--- src/rtl/i2c_reg_ctrl_if.sv ---
// Byte-level bus between the register controller and the I2C bit-shift stage.
interface i2c_reg_ctrl_if;
  logic [5:0] Cmd;
  logic       Go;
  logic [7:0] Tx_DATA;
  logic [7:0] Rx_DATA;
  logic       Trans_Done;
  logic       ack_o;

  modport master (output Cmd, Go, Tx_DATA, input Rx_DATA, Trans_Done, ack_o);
  modport slave  (input Cmd, Go, Tx_DATA, output Rx_DATA, Trans_Done, ack_o);
endinterface

--- src/rtl/i2c_reg_ctrl.sv ---
// I2C register read/write sequencer: turns one request into a series of byte commands.
// Optional I2C_RETRY_EN: a transaction that saw a NACK is replayed, up to 3 attempts.
module i2c_reg_ctrl (
  input  logic        Clk,
  input  logic        Rst_n,
  input  logic        wrreg_req,
  input  logic        rdreg_req,
  input  logic [7:0]  device_id,
  input  logic [15:0] addr,
  input  logic        addr_mode,
  input  logic [7:0]  wrdata,
  output logic [7:0]  rddata,
  output logic        RW_Done,
  output logic        ack,
  i2c_reg_ctrl_if.master bus
);
  localparam logic [5:0] CMD_WR   = 6'b000001;
  localparam logic [5:0] CMD_STA  = 6'b000010;
  localparam logic [5:0] CMD_RD   = 6'b000100;
  localparam logic [5:0] CMD_STO  = 6'b001000;
  localparam logic [5:0] CMD_NACK = 6'b100000;

  typedef enum logic [1:0] {S_IDLE, S_ISSUE, S_WAIT, S_DONE} state_t;

  state_t      state, state_nxt;
  logic [2:0]  cnt;
  logic [2:0]  step;
  logic [6:0]  id_q;
  logic [15:0] addr_q;
  logic        mode_q;
  logic [7:0]  data_q;
  logic        is_rd;
  logic        err;
  logic        err_nxt;
  logic        last_byte;
  logic        retry;
  logic        req;
  logic [5:0]  cur_cmd;
  logic [7:0]  cur_tx;

  assign req = wrreg_req | rdreg_req;

  // 8-bit addressing skips the high-address slot of the logical sequence
  always_comb begin
    step = cnt;
    if (!mode_q && cnt != 3'd0) step = cnt + 3'd1;
  end

  always_comb begin
    cur_cmd = CMD_RD | CMD_NACK | CMD_STO;
    cur_tx  = 8'h00;
    case (step)
      3'd0: begin cur_cmd = CMD_STA | CMD_WR; cur_tx = {id_q, 1'b0}; end
      3'd1: begin cur_cmd = CMD_WR;           cur_tx = addr_q[15:8]; end
      3'd2: begin cur_cmd = CMD_WR;           cur_tx = addr_q[7:0];  end
      3'd3: begin
        if (is_rd) begin cur_cmd = CMD_STA | CMD_WR; cur_tx = {id_q, 1'b1}; end
        else       begin cur_cmd = CMD_WR | CMD_STO; cur_tx = data_q;       end
      end
      default: ;
    endcase
  end

  assign last_byte = is_rd ? (step == 3'd4) : (step == 3'd3);
  // the RD byte's ack_o is our own NACK, not a slave error
  assign err_nxt   = err | (bus.Cmd[0] & bus.ack_o);

`ifdef I2C_RETRY_EN
  logic [1:0] retry_cnt;
  assign retry = err_nxt && (retry_cnt != 2'd2);

  always_ff @(posedge Clk or negedge Rst_n) begin
    if (!Rst_n) begin
      retry_cnt <= 2'd0;
    end else if (state == S_IDLE && req) begin
      retry_cnt <= 2'd0;
    end else if (state == S_WAIT && bus.Trans_Done && last_byte && retry) begin
      retry_cnt <= retry_cnt + 2'd1;
    end
  end
`else
  assign retry = 1'b0;
`endif

  always_ff @(posedge Clk or negedge Rst_n) begin
    if (!Rst_n) state <= S_IDLE;
    else        state <= state_nxt;
  end

  always_comb begin
    state_nxt = state;
    case (state)
      S_IDLE:  if (req) state_nxt = S_ISSUE;
      S_ISSUE: state_nxt = S_WAIT;
      S_WAIT: begin
        if (bus.Trans_Done) begin
          if (!last_byte || retry) state_nxt = S_ISSUE;
          else                     state_nxt = S_DONE;
        end
      end
      S_DONE:  state_nxt = S_IDLE;
      default: state_nxt = S_IDLE;
    endcase
  end

  always_ff @(posedge Clk or negedge Rst_n) begin
    if (!Rst_n) begin
      cnt         <= 3'd0;
      id_q        <= 7'd0;
      addr_q      <= 16'd0;
      mode_q      <= 1'b0;
      data_q      <= 8'd0;
      is_rd       <= 1'b0;
      err         <= 1'b0;
      bus.Cmd     <= 6'd0;
      bus.Go      <= 1'b0;
      bus.Tx_DATA <= 8'd0;
      rddata      <= 8'd0;
      RW_Done     <= 1'b0;
      ack         <= 1'b0;
    end else begin
      bus.Go  <= 1'b0;
      RW_Done <= 1'b0;
      case (state)
        S_IDLE: begin
          if (req) begin
            is_rd  <= ~wrreg_req;
            id_q   <= device_id[7:1];
            addr_q <= addr;
            mode_q <= addr_mode;
            data_q <= wrdata;
            err    <= 1'b0;
            ack    <= 1'b0;
            cnt    <= 3'd0;
          end
        end
        S_ISSUE: begin
          bus.Cmd     <= cur_cmd;
          bus.Tx_DATA <= cur_tx;
          bus.Go      <= 1'b1;
        end
        S_WAIT: begin
          if (bus.Trans_Done) begin
            if ((bus.Cmd & CMD_RD) != 6'd0) rddata <= bus.Rx_DATA;
            if (!last_byte) begin
              cnt <= cnt + 3'd1;
              err <= err_nxt;
            end else if (retry) begin
              cnt <= 3'd0;
              err <= 1'b0;
            end else begin
              err     <= err_nxt;
              ack     <= err_nxt;
              RW_Done <= 1'b1;
            end
          end
        end
        default: ;
      endcase
    end
  end
endmodule

--- src/flat_wrapper.sv ---
// flat-port wrapper written by rule: the top's interface ports become plain ports
module i2c_reg_ctrl_flat 
  (Clk, Rst_n, wrreg_req, rdreg_req, device_id, addr, addr_mode, wrdata, rddata, RW_Done, ack, bus_Cmd, bus_Go, bus_Tx_DATA, bus_Rx_DATA, bus_Trans_Done, bus_ack_o);
  i2c_reg_ctrl_if bus_i ();
  input  logic Clk;
  input  logic Rst_n;
  input  logic wrreg_req;
  input  logic rdreg_req;
  input  logic [7:0] device_id;
  input  logic [15:0] addr;
  input  logic addr_mode;
  input  logic [7:0] wrdata;
  output logic [7:0] rddata;
  output logic RW_Done;
  output logic ack;
  output wire logic [$bits(bus_i.Cmd)-1:0] bus_Cmd;
  output wire logic [$bits(bus_i.Go)-1:0] bus_Go;
  output wire logic [$bits(bus_i.Tx_DATA)-1:0] bus_Tx_DATA;
  input wire logic [$bits(bus_i.Rx_DATA)-1:0] bus_Rx_DATA;
  input wire logic [$bits(bus_i.Trans_Done)-1:0] bus_Trans_Done;
  input wire logic [$bits(bus_i.ack_o)-1:0] bus_ack_o;
  assign bus_Cmd = bus_i.Cmd;
  assign bus_Go = bus_i.Go;
  assign bus_Tx_DATA = bus_i.Tx_DATA;
  assign bus_i.Rx_DATA = bus_Rx_DATA;
  assign bus_i.Trans_Done = bus_Trans_Done;
  assign bus_i.ack_o = bus_ack_o;
  i2c_reg_ctrl u_core (.Clk(Clk), .Rst_n(Rst_n), .wrreg_req(wrreg_req), .rdreg_req(rdreg_req), .device_id(device_id), .addr(addr), .addr_mode(addr_mode), .wrdata(wrdata), .rddata(rddata), .RW_Done(RW_Done), .ack(ack), .bus(bus_i));
endmodule
--- config.mk ---
export PLATFORM = sky130hd
export DESIGN_NAME = i2c_reg_ctrl_flat
export DESIGN_NICKNAME = d
export VERILOG_FILES = /design/src/rtl/i2c_reg_ctrl_if.sv /design/src/rtl/i2c_reg_ctrl.sv /design/src/flat_wrapper.sv
export SDC_FILE = /design/constraint.sdc
export NUM_CORES = 1
export LEC_CHECK = 0
export ABC_AREA = 1
export BUFFER_PORTS_ARGS = -buffer_cell sky130_fd_sc_hd__buf_4
export CAP_MARGIN = 20
export CORE_AREA = 4 4 99 101
export DETAILED_ROUTE_END_ITERATION = 6
export DIE_AREA = 0 0 103 105
export PLACE_DENSITY = 0.66
export SETUP_SLACK_MARGIN = 0.05
export SLEW_MARGIN = 20
export SYNTH_ARGS = -nofsm -noshare
export SYNTH_HDL_FRONTEND = slang
export SYNTH_SLANG_ARGS = --single-unit
export TNS_END_PERCENT = 100
--- constraint.sdc ---
create_clock -name Clk -period 1.59 [get_ports Clk]
set_input_delay 0.318 -clock Clk [delete_from_list [all_inputs] [get_ports Clk]]
set_output_delay 0.318 -clock Clk [all_outputs]
set_load 0.005 [all_outputs]
Word-level counts from Yosys, hierarchy flattened
Cells that the tools add are included.

Register bits after elaboration: 64. Input port bits: 47.

$add $sub $neg: 1. Equality and inequality tests: 11. Mux-type cells: 24. Bitwise operators: 4. Reduce and logical (&&, ||, !) cells: 13.

Operators with widths (count): $pmux W8 S4 (1); $pmux W6 S3 (1); $mux W3 (4); $mux W1 (9); $mux W8 (1); $pmux W2 S4 (1); $reduce_and A4 Y1 (2); $eq A3 B2 Y1 const B (2); $mux W2 (3); $pmux W3 S2 (1); $reduce_and A3 Y1 (2); $eq A2 B2 Y1 const B (2); $mux W4 (1); $ne A2 B1 Y1 const B (2); $ne A2 B2 Y1 const B (2); $pmux W1 S2 (2); $reduce_and A2 Y1 (2); $add A3 B1 Y3 const B (1); $eq A3 B1 Y1 const B (1); $eq A3 B3 Y1 const B (1); $logic_not A3 Y1 (1); $reduce_bool A3 Y1 (1); $eq A2 B1 Y1 const B (1); $logic_not A2 Y1 (1); 7 further kinds (8).

Longest topological paths before layout
Gate-level depths: netlist of the first run.

Depth in word-level cells: 8. Gate-level depth with buffers: 12.

Least setup slack after synthesis of the first run
OpenSTA, ideal clock, no wires.

Kind: register to register. From: reg u_core.cnt[0]. To: reg u_core.cnt[0]. Arrival time: 1.485 ns. Data required time: 1.473 ns. Slack: -0.013 ns. Cell stages (with the launch flop): 10. Buffers on the path: 0. Period minus slack after synthesis: 1.603 ns. Path through: dfrtp_1 -> inv_1 -> ha_1 -> nand3b_1 -> nand2_4 -> nand3_4 -> nand2_4 -> nand2_1 -> nand4_1 -> nand2_1.

Word-level cells in the longest chain between the ends: 7.

Ends and longest elaborated chain: start: declaration (RTL line i2c_reg_ctrl.sv:26) `logic [2:0] cnt;`; start signal: assignment (RTL line i2c_reg_ctrl.sv:146) `cnt <= cnt + 3'd1;`; branches (longest 7 deep; another with $add A3 B1 Y3).

Several ways; the timed one is not identified. The select of a mux whose other input is x is not followed. A chain may end at the register's enable or synchronous reset.

Worst setup path after layout of the first run
From: reg u_core.cnt[1]. To: reg u_core.bus.Tx_DATA[1].

Word-level cells in the longest chain between the ends: 5.

Ends and longest elaborated chain: branches (longest 2 deep; another with $add A3 B1 Y3); $mux W3 (*) (RTL line i2c_reg_ctrl.sv:46) `if (!mode_q && cnt != 3'd0) step = cnt + 3'd1;`; $eq A3 B2 Y1 (tied with other cells) (RTL line i2c_reg_ctrl.sv:52) `case (step)`; $pmux W8 S4 (*) (RTL line i2c_reg_ctrl.sv:52); end signal: assignment (RTL line i2c_reg_ctrl.sv:139) `bus.Tx_DATA <= cur_tx;`; end: declaration (RTL line i2c_reg_ctrl_if.sv:10) `modport master (output Cmd, Go, Tx_DATA, input Rx_DATA, Trans_Done, ack_o);`.

Every way passes the cells marked *.

==> results.py, run 1 <==
metrics = {
    "yosys": {
        "yosysSeqAreaShare_pct": 50.7,
        "ys_top_cells_by_area": "dfrtp_1 (51%), mux2_2 (12%), nand2_1 (9.4%)",
        "ys_types": 26,
        "yosysTopAreaCell": "dfrtp_1",
        "ys_top_cells_by_count": "nand2_1 (77), dfrtp_1 (62), mux2_2 (32), nand4_1 (27), nor2_1 (17)",
        "synthArstFlopShare_pct": 100,
        "avgSynthCellArea_um2": 9.90,
        "synth_seq_cells": 62,
        "synth_edf_count": 0,
        "yosys_warnings": 0,
        "syn_inst": 309,
        "synth_fa_ha_area_share_pct": 0.818,
        "synthXorXnorAreaFrac_pct": 0,
        "synthSimpleGateAreaFrac_pct": 25.7,
        "yosys-mux-area-fraction_pct": 11.8,
        "syn_area_um2": 3060,
        "synthFlopType": "dfrtp_1",
        "yosysMostFrequentCell": "nand2_1",
        "synth_compound_area_share_pct": 5.56,
        "synth_top_cell_area_share_pct": 50.7,
        "synth_nets": 358,
        "synth_top_family_by_area": "simple AND/OR/NAND/NOR gates",
    },
    "die": {
        "die_area_um2": 10800,
        "die_y_um": 105,
        "initial_core_util_pct": 33.9,
        "die_x_um": 103,
        "num_io_pins": 72,
        "core_um2": 9020,
        "num_rows": 35,
    },
    "drt": {
        "drt-pass1-iter-count": 4,
        "drc": 0,
        "viasPerCell": 4.89,
        "wl_per_cell_um": 14.5,
        "antenna_left": 0,
        "vias": 2519,
        "dr.first_iter.drc_count": 86,
        "wirelength_mm": 7.44,
    },
    "finish": {
        "diodes": 0,
        "syn_to_final_growth_pct": 37.3,
        "utilization_pct": 46.6,
        "drive_gt1_share_pct": 43.8,
        "fill_cells": 865,
        "nNetsFinal": 448,
    },
    "hold_path": {
        "hold_path_depth": 2,
        "min_from": "addr[12]",
        "min_path_type": "input pin to register",
        "holdPathEnd": "u_core.addr_q[12]",
    },
    "worst_setup_path": {
        "cp-start-kind": "register",
        "critical_path.max_stage_delay_ns": 0.41,
        "r2r_slack_ns": -0.07,
        "rr_worst_depth": 11,
        "reg2reg_from": "u_core.cnt[1]",
        "timing.rr.end": "u_core.bus.Tx_DATA[1]",
        "cp_max_fo": 15,
        "cp_cell_sequence": "inv_2 > ha_4 > nand2_8 > nand2_8 > nand2_4 > nand2_8 > buf_12 > nand4_1 > nand2_1 > o21ai_1 > nand2_1",
        "worstSetupEndpointType": "register",
        "crit_slowest_cell": "dfrtp_1",
        "required_ns": 1.81,
        "critPathKind": "register to register",
        "cp.arrival_ns": 1.88,
        "crit_top_cell": "nand2_8",
    },
    "grt": {
        "grt_overflow": 0,
        "grt_pass1_wl_mm": 12.6,
        "grt_util_all_layers_pct": 14.8,
        "grt_pass1_vias": 2643,
        "grt_max_degree": 33,
        "antenna_found_initial": 0,
    },
    "pwr": {
        "p_switching_mw": 3.41,
        "sequentialPowerShare_pct": 32.6,
        "p_leak_nw": 2.03,
        "clkPwrFrac_pct": 16.0,
        "p_per_area_nw_per_um2": 2070,
        "ir_worst_vdd_mv": 0.923,
        "p_total_mw": 8.68,
        "power_frac_comb_pct": 51.4,
        "switching_share_pct": 39.2,
        "internal_power_mw": 5.28,
    },
    "place": {
        "port_buffers": 69,
        "gp_congestion": 0.813,
        "pre_cts_ws_ns": -0.0478,
        "detailed_place_hpwl_mm": 5.59,
    },
    "clock_tree": {
        "clockBufferDepth": 2,
        "cts_inserted_buffers": 9,
        "h-tree-depth": 3,
        "clock-root-buffer": "clkbuf_8",
        "insertion_delay_ns": 0.33,
        "cts_sinks": 62,
        "cts_tree": "yes",
        "path_clk_slew_ns": 0.07,
    },
    "timing": {
        "rsz0062_at_grt": "yes",
        "setup_violations": 12,
        "final_max_slew_viol_count": 0,
        "finClkSkew_ns": 0.00748,
        "setup_ws_ns": -0.0687,
        "layout_worst_path_cycle_share_pct": 104,
        "finalHoldViolCount": 0,
        "finalCriticalPeriod_ns": 1.66,
        "max_freq_ghz": 0.603,
    },
    "status": {
        "violations": "negative setup slack",
        "status": "finished with violations",
    },
    "run": {
        "cap_violations": 0,
    },
}
critical path: cells and delay by family, from the launching register on:
family	cells	cell delay (ns)
adders and majority gates	1	0.19
AOI/OAI and AO/OA	1	0.14
buffers and inverters	2	0.23
and+or+nand+nor	7	0.58
DFF	1	0.41
logic make-up after synthesis:
logic type	after synthesis
and+or+nand+nor	148
DFF	62
other	1
AOI/OAI and AO/OA	32
buffers and inverters	32
muxes	32
adders and majority gates	2
worst max-delay path by stage:
stage                        from                    end  slack, ns  depth (start not counted)
floorplan           u_core.cnt[0]          u_core.cnt[0]       0.09                         10
global placement    u_core.cnt[1]  u_core.bus.Tx_DATA[1]      0.008                         11
detailed placement  u_core.cnt[1]  u_core.bus.Tx_DATA[5]      -0.05                         10
CTS                 u_core.cnt[0]  u_core.bus.Tx_DATA[5]      -0.03                         10
global route        u_core.cnt[1]  u_core.bus.Tx_DATA[6]      -0.16                         11
finish              u_core.cnt[1]  u_core.bus.Tx_DATA[1]      -0.07                         11
registers in the layout (all words and copies together), names as in the netlist, 2 cells and up:
| name | flops |
|---|---|
| u_core.bus.Cmd | 4 |
| u_core.addr_q | 16 |
| u_core.bus.Tx_DATA | 8 |
| u_core.id_q | 7 |
| u_core.state | 2 |
| u_core.cnt | 3 |
| u_core.rddata | 8 |
| u_core.data_q | 8 |
cell type report:
type | count | area (um2) | area share (%)
inverters | 19 | 71.3 | 1.70
multi-input cells | 216 | 1480 | 35.3
clock inverters | 3 | 42.5 | 1.01
clock buffers | 13 | 159 | 3.78
repair buffers | 91 | 756 | 18.0
flip-flops and latches | 62 | 1550 | 36.9
well taps | 111 | 139 | 3.31
power groups by stage:
stage / sequential, mW / clock, mW / combinational, mW
final: 2.83 / 1.39 / 4.46
after global routing: 2.93 / 1.51 / 4.96
after CTS: 2.84 / 1.43 / 4.41
after detailed placement: 2.87 / 0 / 4.09
after global placement: 2.84 / 0 / 3.96
after floorplan: 2.73 / 0 / 2.66
metrics by stage:
step	setup TNS (ns)	std cells	area (um2)	hold slack [ns]
global placement	0	494	3850	0.290
detailed placement	-0.208	494	3850	0.298
CTS	-0.102	514	4170	0.204
floorplan	0	309	3080	0.0224
finish	-0.450	515	4200	0.215
global route	-1.80	515	4200	0.190
cell usage in the layout (no fill, tap or decap), drive strengths merged:
| master | netlist | routed |
|---|---|---|
| a21oi | 12 | 12 |
| buf | 11 | 90 |
| bufinv | 0 | 1 |
| clkbuf | 2 | 13 |
| clkinv | 0 | 1 |
| clkinvlp | 0 | 1 |
| conb | 1 | 1 |
| dfrtp | 62 | 62 |
| dlygate4sd3 | 0 | 1 |
| ha | 2 | 2 |
| inv | 19 | 19 |
| mux2 | 32 | 32 |
| nand2 | 92 | 93 |
| nand3 | 10 | 10 |
| nand3b | 1 | 1 |
| nand4 | 27 | 27 |
| nor2 | 18 | 18 |
| o211ai | 1 | 1 |
| o21ai | 19 | 19 |
routing by layer:
layer,vias to the layer above,part of all wire (%),track usage (%)
li1,1227,-,-
met1,1199,42,18.7
met2,77,49,23.5
met3,16,6.7,5.01
met4,0,2.3,5.18
met5,-,0,0
timing repair:
action / 4_1_cts / 5_1_grt
pin swaps: 9 / 10
buffers inserted: 2 / 1
gates cloned: 1 / 0
hold buffers: 1 / 0
endpoints found under the setup margin: 13 / 17
resized for setup: 19 / 4
hold endpoints to repair: 31 / 0
No activity file was read; power rests on OpenSTA's default activity.
==> run 2: changes to the inputs <==
--- a/config.mk
+++ b/config.mk
@@ -8,10 +8,10 @@
 export ABC_AREA = 1
 export BUFFER_PORTS_ARGS = -buffer_cell sky130_fd_sc_hd__buf_4
 export CAP_MARGIN = 20
-export CORE_AREA = 4 4 99 101
+export CORE_AREA = 4 4 85 87
 export DETAILED_ROUTE_END_ITERATION = 6
-export DIE_AREA = 0 0 103 105
-export PLACE_DENSITY = 0.66
+export DIE_AREA = 0 0 89 91
+export PLACE_DENSITY = 0.83
 export SETUP_SLACK_MARGIN = 0.05
 export SLEW_MARGIN = 20
 export SYNTH_ARGS = -nofsm -noshare
==> results.py, run 2 (synthesis gave the netlist of run 1 again) <==
metrics = {
    "timing": {
        "finalHoldViolCount": 0,
        "setup_violations": 14,
        "hold_slack_ns": 0.201,
        "max_freq_ghz": 0.599,
        "finClkSkew_ns": 0.00567,
        "final_max_slew_viol_count": 0,
        "finalCriticalPeriod_ns": 1.67,
        "setup_ws_ns": -0.0805,
        "rsz0062_at_grt": "yes",
        "layout_worst_path_cycle_share_pct": 105,
    },
    "pwr": {
        "p_total_mw": 8.77,
        "ir_worst_vdd_mv": 1.10,
        "p_per_area_nw_per_um2": 2090,
        "p_leak_nw": 2.07,
    },
    "worst_setup_path": {
        "crit_start": "u_core.cnt[1]",
        "crit_top_cell": "nand2_1",
        "critical_path.max_stage_delay_ns": 0.42,
        "cp_max_fo": 7,
        "r2r_slack_ns": -0.08,
        "reg2reg_from": "u_core.cnt[1]",
        "crit_slowest_cell": "dfrtp_1",
        "worstSetupEndpointType": "register",
        "cp_cell_sequence": "inv_2 > ha_4 > nand2_8 > nand2_8 > nand2_2 > nand2_4 > nand2_4 > nor2_8 > nand2_1 > nand2_1 > o21ai_2 > nand2_1",
        "rr_worst_depth": 12,
        "cp.arrival_ns": 1.96,
        "cp-start-kind": "register",
        "timing.rr.end": "u_core.bus.Tx_DATA[3]",
        "required_ns": 1.87,
        "critPathKind": "register to register",
    },
    "place": {
        "port_buffers": 69,
        "detailed_place_hpwl_mm": 5.23,
        "pre_cts_ws_ns": -0.0998,
        "gp_congestion": 0.800,
        "place_area_um2": 3840,
    },
    "grt": {
        "grt_pass1_wl_mm": 13.0,
        "grt_max_degree": 63,
        "antenna_found_initial": 0,
        "grt_overflow": 0,
        "grt_pass1_vias": 2779,
        "grt_util_all_layers_pct": 20.5,
    },
    "finish": {
        "syn_to_final_growth_pct": 37.4,
        "multi_input_area_um2": 1480,
        "fill_cells": 493,
        "diodes": 0,
        "largest_reg_flops": 16,
        "layout_common_cells": "buf_4 (97), nand2_1 (72), dfrtp_1 (62)",
        "drive_gt1_share_pct": 45.7,
        "seq_area_um2": 1550,
        "final_common_cell": "buf_4",
        "largest-register": "u_core.addr_q",
        "nNetsFinal": 460,
        "fin_area_um2": 4210,
    },
    "die": {
        "num_rows": 29,
        "initial_core_util_pct": 48.2,
        "num_io_pins": 72,
        "die_y_um": 91,
        "core_um2": 6350,
        "die_x_um": 89,
        "die_area_um2": 8100,
    },
    "drt": {
        "antenna_left": 0,
        "drt-pass1-iter-count": 4,
        "drc": 0,
        "maxUsedRoutingLayer": "met4",
        "dr.first_iter.drc_count": 126,
        "route.met2.wl_mm": 3.95,
        "wl_per_cell_um": 15.5,
        "wl_met1_mm": 2.85,
        "route.met3.wl_um": 717,
        "wirelength_mm": 7.62,
        "vias": 2640,
        "viasPerCell": 5.35,
    },
    "clock_tree": {
        "cts_tree": "yes",
        "cts_sinks": 62,
        "insertion_delay_ns": 0.34,
        "cts_inserted_buffers": 9,
        "h-tree-depth": 3,
        "path_clk_slew_ns": 0.07,
        "clockBufferDepth": 2,
        "clock-root-buffer": "clkbuf_8",
    },
    "hold_path": {
        "min_from": "addr[15]",
        "holdPathEnd": "u_core.addr_q[15]",
        "hold_path_depth": 2,
        "min_path_type": "input pin to register",
    },
    "run": {
        "cap_violations": 0,
    },
    "status": {
        "status": "finished with violations",
        "violations": "negative setup slack",
    },
}
[run 2: cell types whose count changed in the layout (fill, tap and decap cells not counted), moves of 2 or more]
cell	delta
o21ai_2	+2
nand2_4	-2
clkinv_2	+2
o21ai_1	-2
buf_4	+14
[run 2: critical path, delay by kind of cell, from the launching register on]
family / cells / cell delay, ns
flip-flops: 1 / 0.42
AO/OA/AOI/OAI: 1 / 0.06
AND/OR/NAND/NOR: 9 / 0.86
adder cells (fa/ha/maj): 1 / 0.17
buffers and inverters: 1 / 0.10
[run 2: layout make-up]
class                      instances  share of cell area, %
tap                               77                   2.29
inverter                          19                   1.70
timing repair buffer             104                   20.0
clock buffer                      12                   3.45
sequential                        62                   36.9
clock inverter                     4                  0.536
multi-input combinational        215                   35.1
[run 2: how the worst max path moves through the flow]
| stage | slack [ns] | to |
|---|---|---|
| floorplan | 0.09 | u_core.cnt[0] |
| global placement | -0.02 | u_core.ack |
| detailed placement | -0.1 | u_core.bus.Tx_DATA[4] |
| CTS | -0.05 | u_core.bus.Tx_DATA[1] |
| global route | -0.19 | u_core.bus.Tx_DATA[3] |
| finish | -0.08 | u_core.bus.Tx_DATA[3] |
[run 2: where the power goes]
part / switching, mW / internal (mW)
sequential: 0.459 / 2.35
combinational: 2.44 / 2.31
clock: 0.614 / 0.601
total: 3.51 / 5.26
[run 2: routing by layer]
layer / vias to the layer above / track usage, %
met4: 0 / 5.96
met3: 16 / 7.06
met5: - / 0
met1: 1268 / 25.0
li1: 1244 / -
met2: 112 / 34.0
[run 2: metrics by stage]
step	std cells	TNS [ns]	util (%)
2_1_floorplan	309	0	-
3_3_place_gp	466	-0.0634	60.5
3_5_place_dp	466	-0.709	60.5
4_1_cts	491	-0.401	65.5
5_1_grt	493	-2.51	66.2
6_report	493	-0.791	66.2
[run 2: what timing repair did]
item                                   4_1_cts  5_1_grt
gates cloned                                 0        0
endpoints found under the hold margin       62        0
pin swaps                                   10        9
setup endpoints to repair                   17       18
resized for setup                           18        7
buffers inserted                             8        2
hold buffers                                 1        0
==> run 3: changes to the inputs <==
--- a/config.mk
+++ b/config.mk
@@ -8,9 +8,10 @@
 export ABC_AREA = 1
 export BUFFER_PORTS_ARGS = -buffer_cell sky130_fd_sc_hd__buf_4
 export CAP_MARGIN = 20
-export CORE_AREA = 4 4 85 87
+export CORE_AREA = 3 3 84 86
 export DETAILED_ROUTE_END_ITERATION = 6
-export DIE_AREA = 0 0 89 91
+export DIE_AREA = 0 0 87 89
+export MAX_ROUTING_LAYER = met4
 export PLACE_DENSITY = 0.83
 export SETUP_SLACK_MARGIN = 0.05
 export SLEW_MARGIN = 20
==> results.py, run 3 (synthesis gave the netlist of run 1 again) <==
metrics = {
    "clock_tree": {
        "path_clk_slew_ns": 0.07,
        "h-tree-depth": 3,
        "clockBufferDepth": 2,
        "cts_inserted_buffers": 9,
        "insertion_delay_ns": 0.34,
        "cts_sinks": 62,
        "clock-root-buffer": "clkbuf_8",
        "cts_tree": "yes",
    },
    "status": {
        "violations": "negative setup slack",
        "status": "finished with violations",
    },
    "timing": {
        "finalCriticalPeriod_ns": 1.68,
        "setup_ws_ns": -0.0881,
        "layout_worst_path_cycle_share_pct": 106,
        "setup_violations": 12,
        "rsz0062_at_grt": "yes",
        "finClkSkew_ns": 0.00645,
        "max_freq_ghz": 0.596,
        "finalSetupTns_ns": -0.620,
        "finalHoldViolCount": 0,
        "hold_slack_ns": 0.202,
        "final_max_slew_viol_count": 0,
    },
    "worst_setup_path": {
        "cp.buffers_inverters": 1,
        "cpLargestDelayFamily": "simple AND/OR/NAND/NOR gates",
        "crit_slowest_cell": "dfrtp_1",
        "required_ns": 1.87,
        "critPathKind": "register to register",
        "cp-start-kind": "register",
        "cp_max_fo": 7,
        "critical_path.max_stage_delay_ns": 0.41,
        "crit_top_cell": "nand2_4",
        "worstSetupEndpointType": "register",
        "cp_cell_sequence": "inv_2 > ha_4 > nand2_8 > nand2_8 > nand2_4 > nand2_4 > nand2_4 > nor2_8 > nand2_2 > nand2_2 > o21ai_2 > nand2_1",
        "cp.arrival_ns": 1.96,
    },
    "drt": {
        "wirelength_mm": 7.72,
        "drc": 0,
        "vias": 2621,
        "wl_per_cell_um": 15.8,
        "antenna_left": 0,
        "viasPerCell": 5.36,
        "dr.first_iter.drc_count": 125,
        "drt-pass1-iter-count": 4,
    },
    "die": {
        "die_y_um": 89,
        "num_io_pins": 72,
        "core_um2": 6350,
        "initial_core_util_pct": 48.2,
        "num_rows": 29,
        "die_x_um": 87,
        "die_area_um2": 7740,
    },
    "place": {
        "pre_cts_ws_ns": -0.0862,
        "detailed_place_hpwl_mm": 5.39,
        "gp_congestion": 0.865,
        "port_buffers": 69,
    },
    "finish": {
        "drive_gt1_share_pct": 45.9,
        "syn_to_final_growth_pct": 36.1,
        "largest_reg_flops": 16,
        "largest-register": "u_core.addr_q",
        "final_common_cell": "buf_4",
        "fill_cells": 480,
        "nNetsFinal": 456,
        "layout_common_cells": "buf_4 (93), nand2_1 (70), dfrtp_1 (62)",
        "seq_area_um2": 1550,
        "multi_input_area_um2": 1490,
        "diodes": 0,
    },
    "pwr": {
        "p_per_area_nw_per_um2": 2090,
        "p_total_mw": 8.69,
        "ir_worst_vdd_mv": 1.03,
        "p_leak_nw": 2.05,
    },
    "run": {
        "cap_violations": 0,
    },
    "grt": {
        "grt_pass1_vias": 2624,
        "grt_util_all_layers_pct": 21.3,
        "grt_pass1_wl_mm": 12.1,
        "grt_overflow": 0,
        "antenna_found_initial": 0,
        "grt_max_degree": 44,
    },
    "hold_path": {
        "min_path_type": "input pin to register",
    },
}
==> run 3: metrics by stage <==
stage                     instances  util, %  instance area (um2)
after CTS                       488     64.7                 4110
after detailed placement        466     60.3                 3830
after global placement          466     60.3                 3830
final                           489     65.6                 4160
after global routing            489     65.6                 4160
after floorplan                 309        -                 3080
==> run 3: path summary, 6_finish.rpt <==
| kind | startpoint | to | slack [ns] | depth (start not counted) |
|---|---|---|---|---|
| max | u_core.cnt[1] | u_core.bus.Tx_DATA[3] | -0.09 | 12 |
| min | addr[1] | u_core.addr_q[1] | 0.20 | 2 |
| max reg2reg | u_core.cnt[1] | u_core.bus.Tx_DATA[3] | -0.09 | 12 |
| min reg2reg | u_core.ack | u_core.ack | 0.49 | 2 |
| max in group asynchronous | Rst_n | u_core.state[0] | 0.63 | 3 |
| min in group asynchronous | Rst_n | u_core.addr_q[13] | 0.44 | 2 |
==> run 3: repair_timing <==
item / 4_1_cts / 5_1_grt
setup endpoints to repair: 16 / 16
gates resized for setup: 17 / 11
endpoints found under the hold margin: 31 / 0
hold buffers: 1 / 0
buffers inserted: 4 / 1
gates cloned: 1 / 0
pin swaps: 9 / 10
==> run 3: layout make-up <==
| cell class | instances | share of cell area [%] |
|---|---|---|
| flip-flops and latches | 62 | 37.3 |
| multi-input cells | 216 | 35.7 |
| repair buffers | 99 | 19.0 |
| clock buffers | 12 | 3.49 |
| well taps | 77 | 2.31 |
| inverters | 19 | 1.71 |
| clock inverters | 4 | 0.541 |
==> run 3: power breakdown <==
part / total, mW / switching [mW] / leakage, nW / internal (mW)
clock network: 1.20 / 0.602 / 0.0861 / 0.600
registers: 2.81 / 0.465 / 0.746 / 2.35
logic: 4.68 / 2.47 / 1.21 / 2.21
total: 8.69 / 3.54 / 2.05 / 5.16
==> run 3: layer usage <==
layer / GRT usage [%] / routed length [um] / up-vias
met5: - / 0 / -
met4: 10.8 / 200 / 0
met3: 4.88 / 531 / 15
met2: 36.4 / 4060 / 95
met1: 23.5 / 2930 / 1275
li1: - / - / 1236
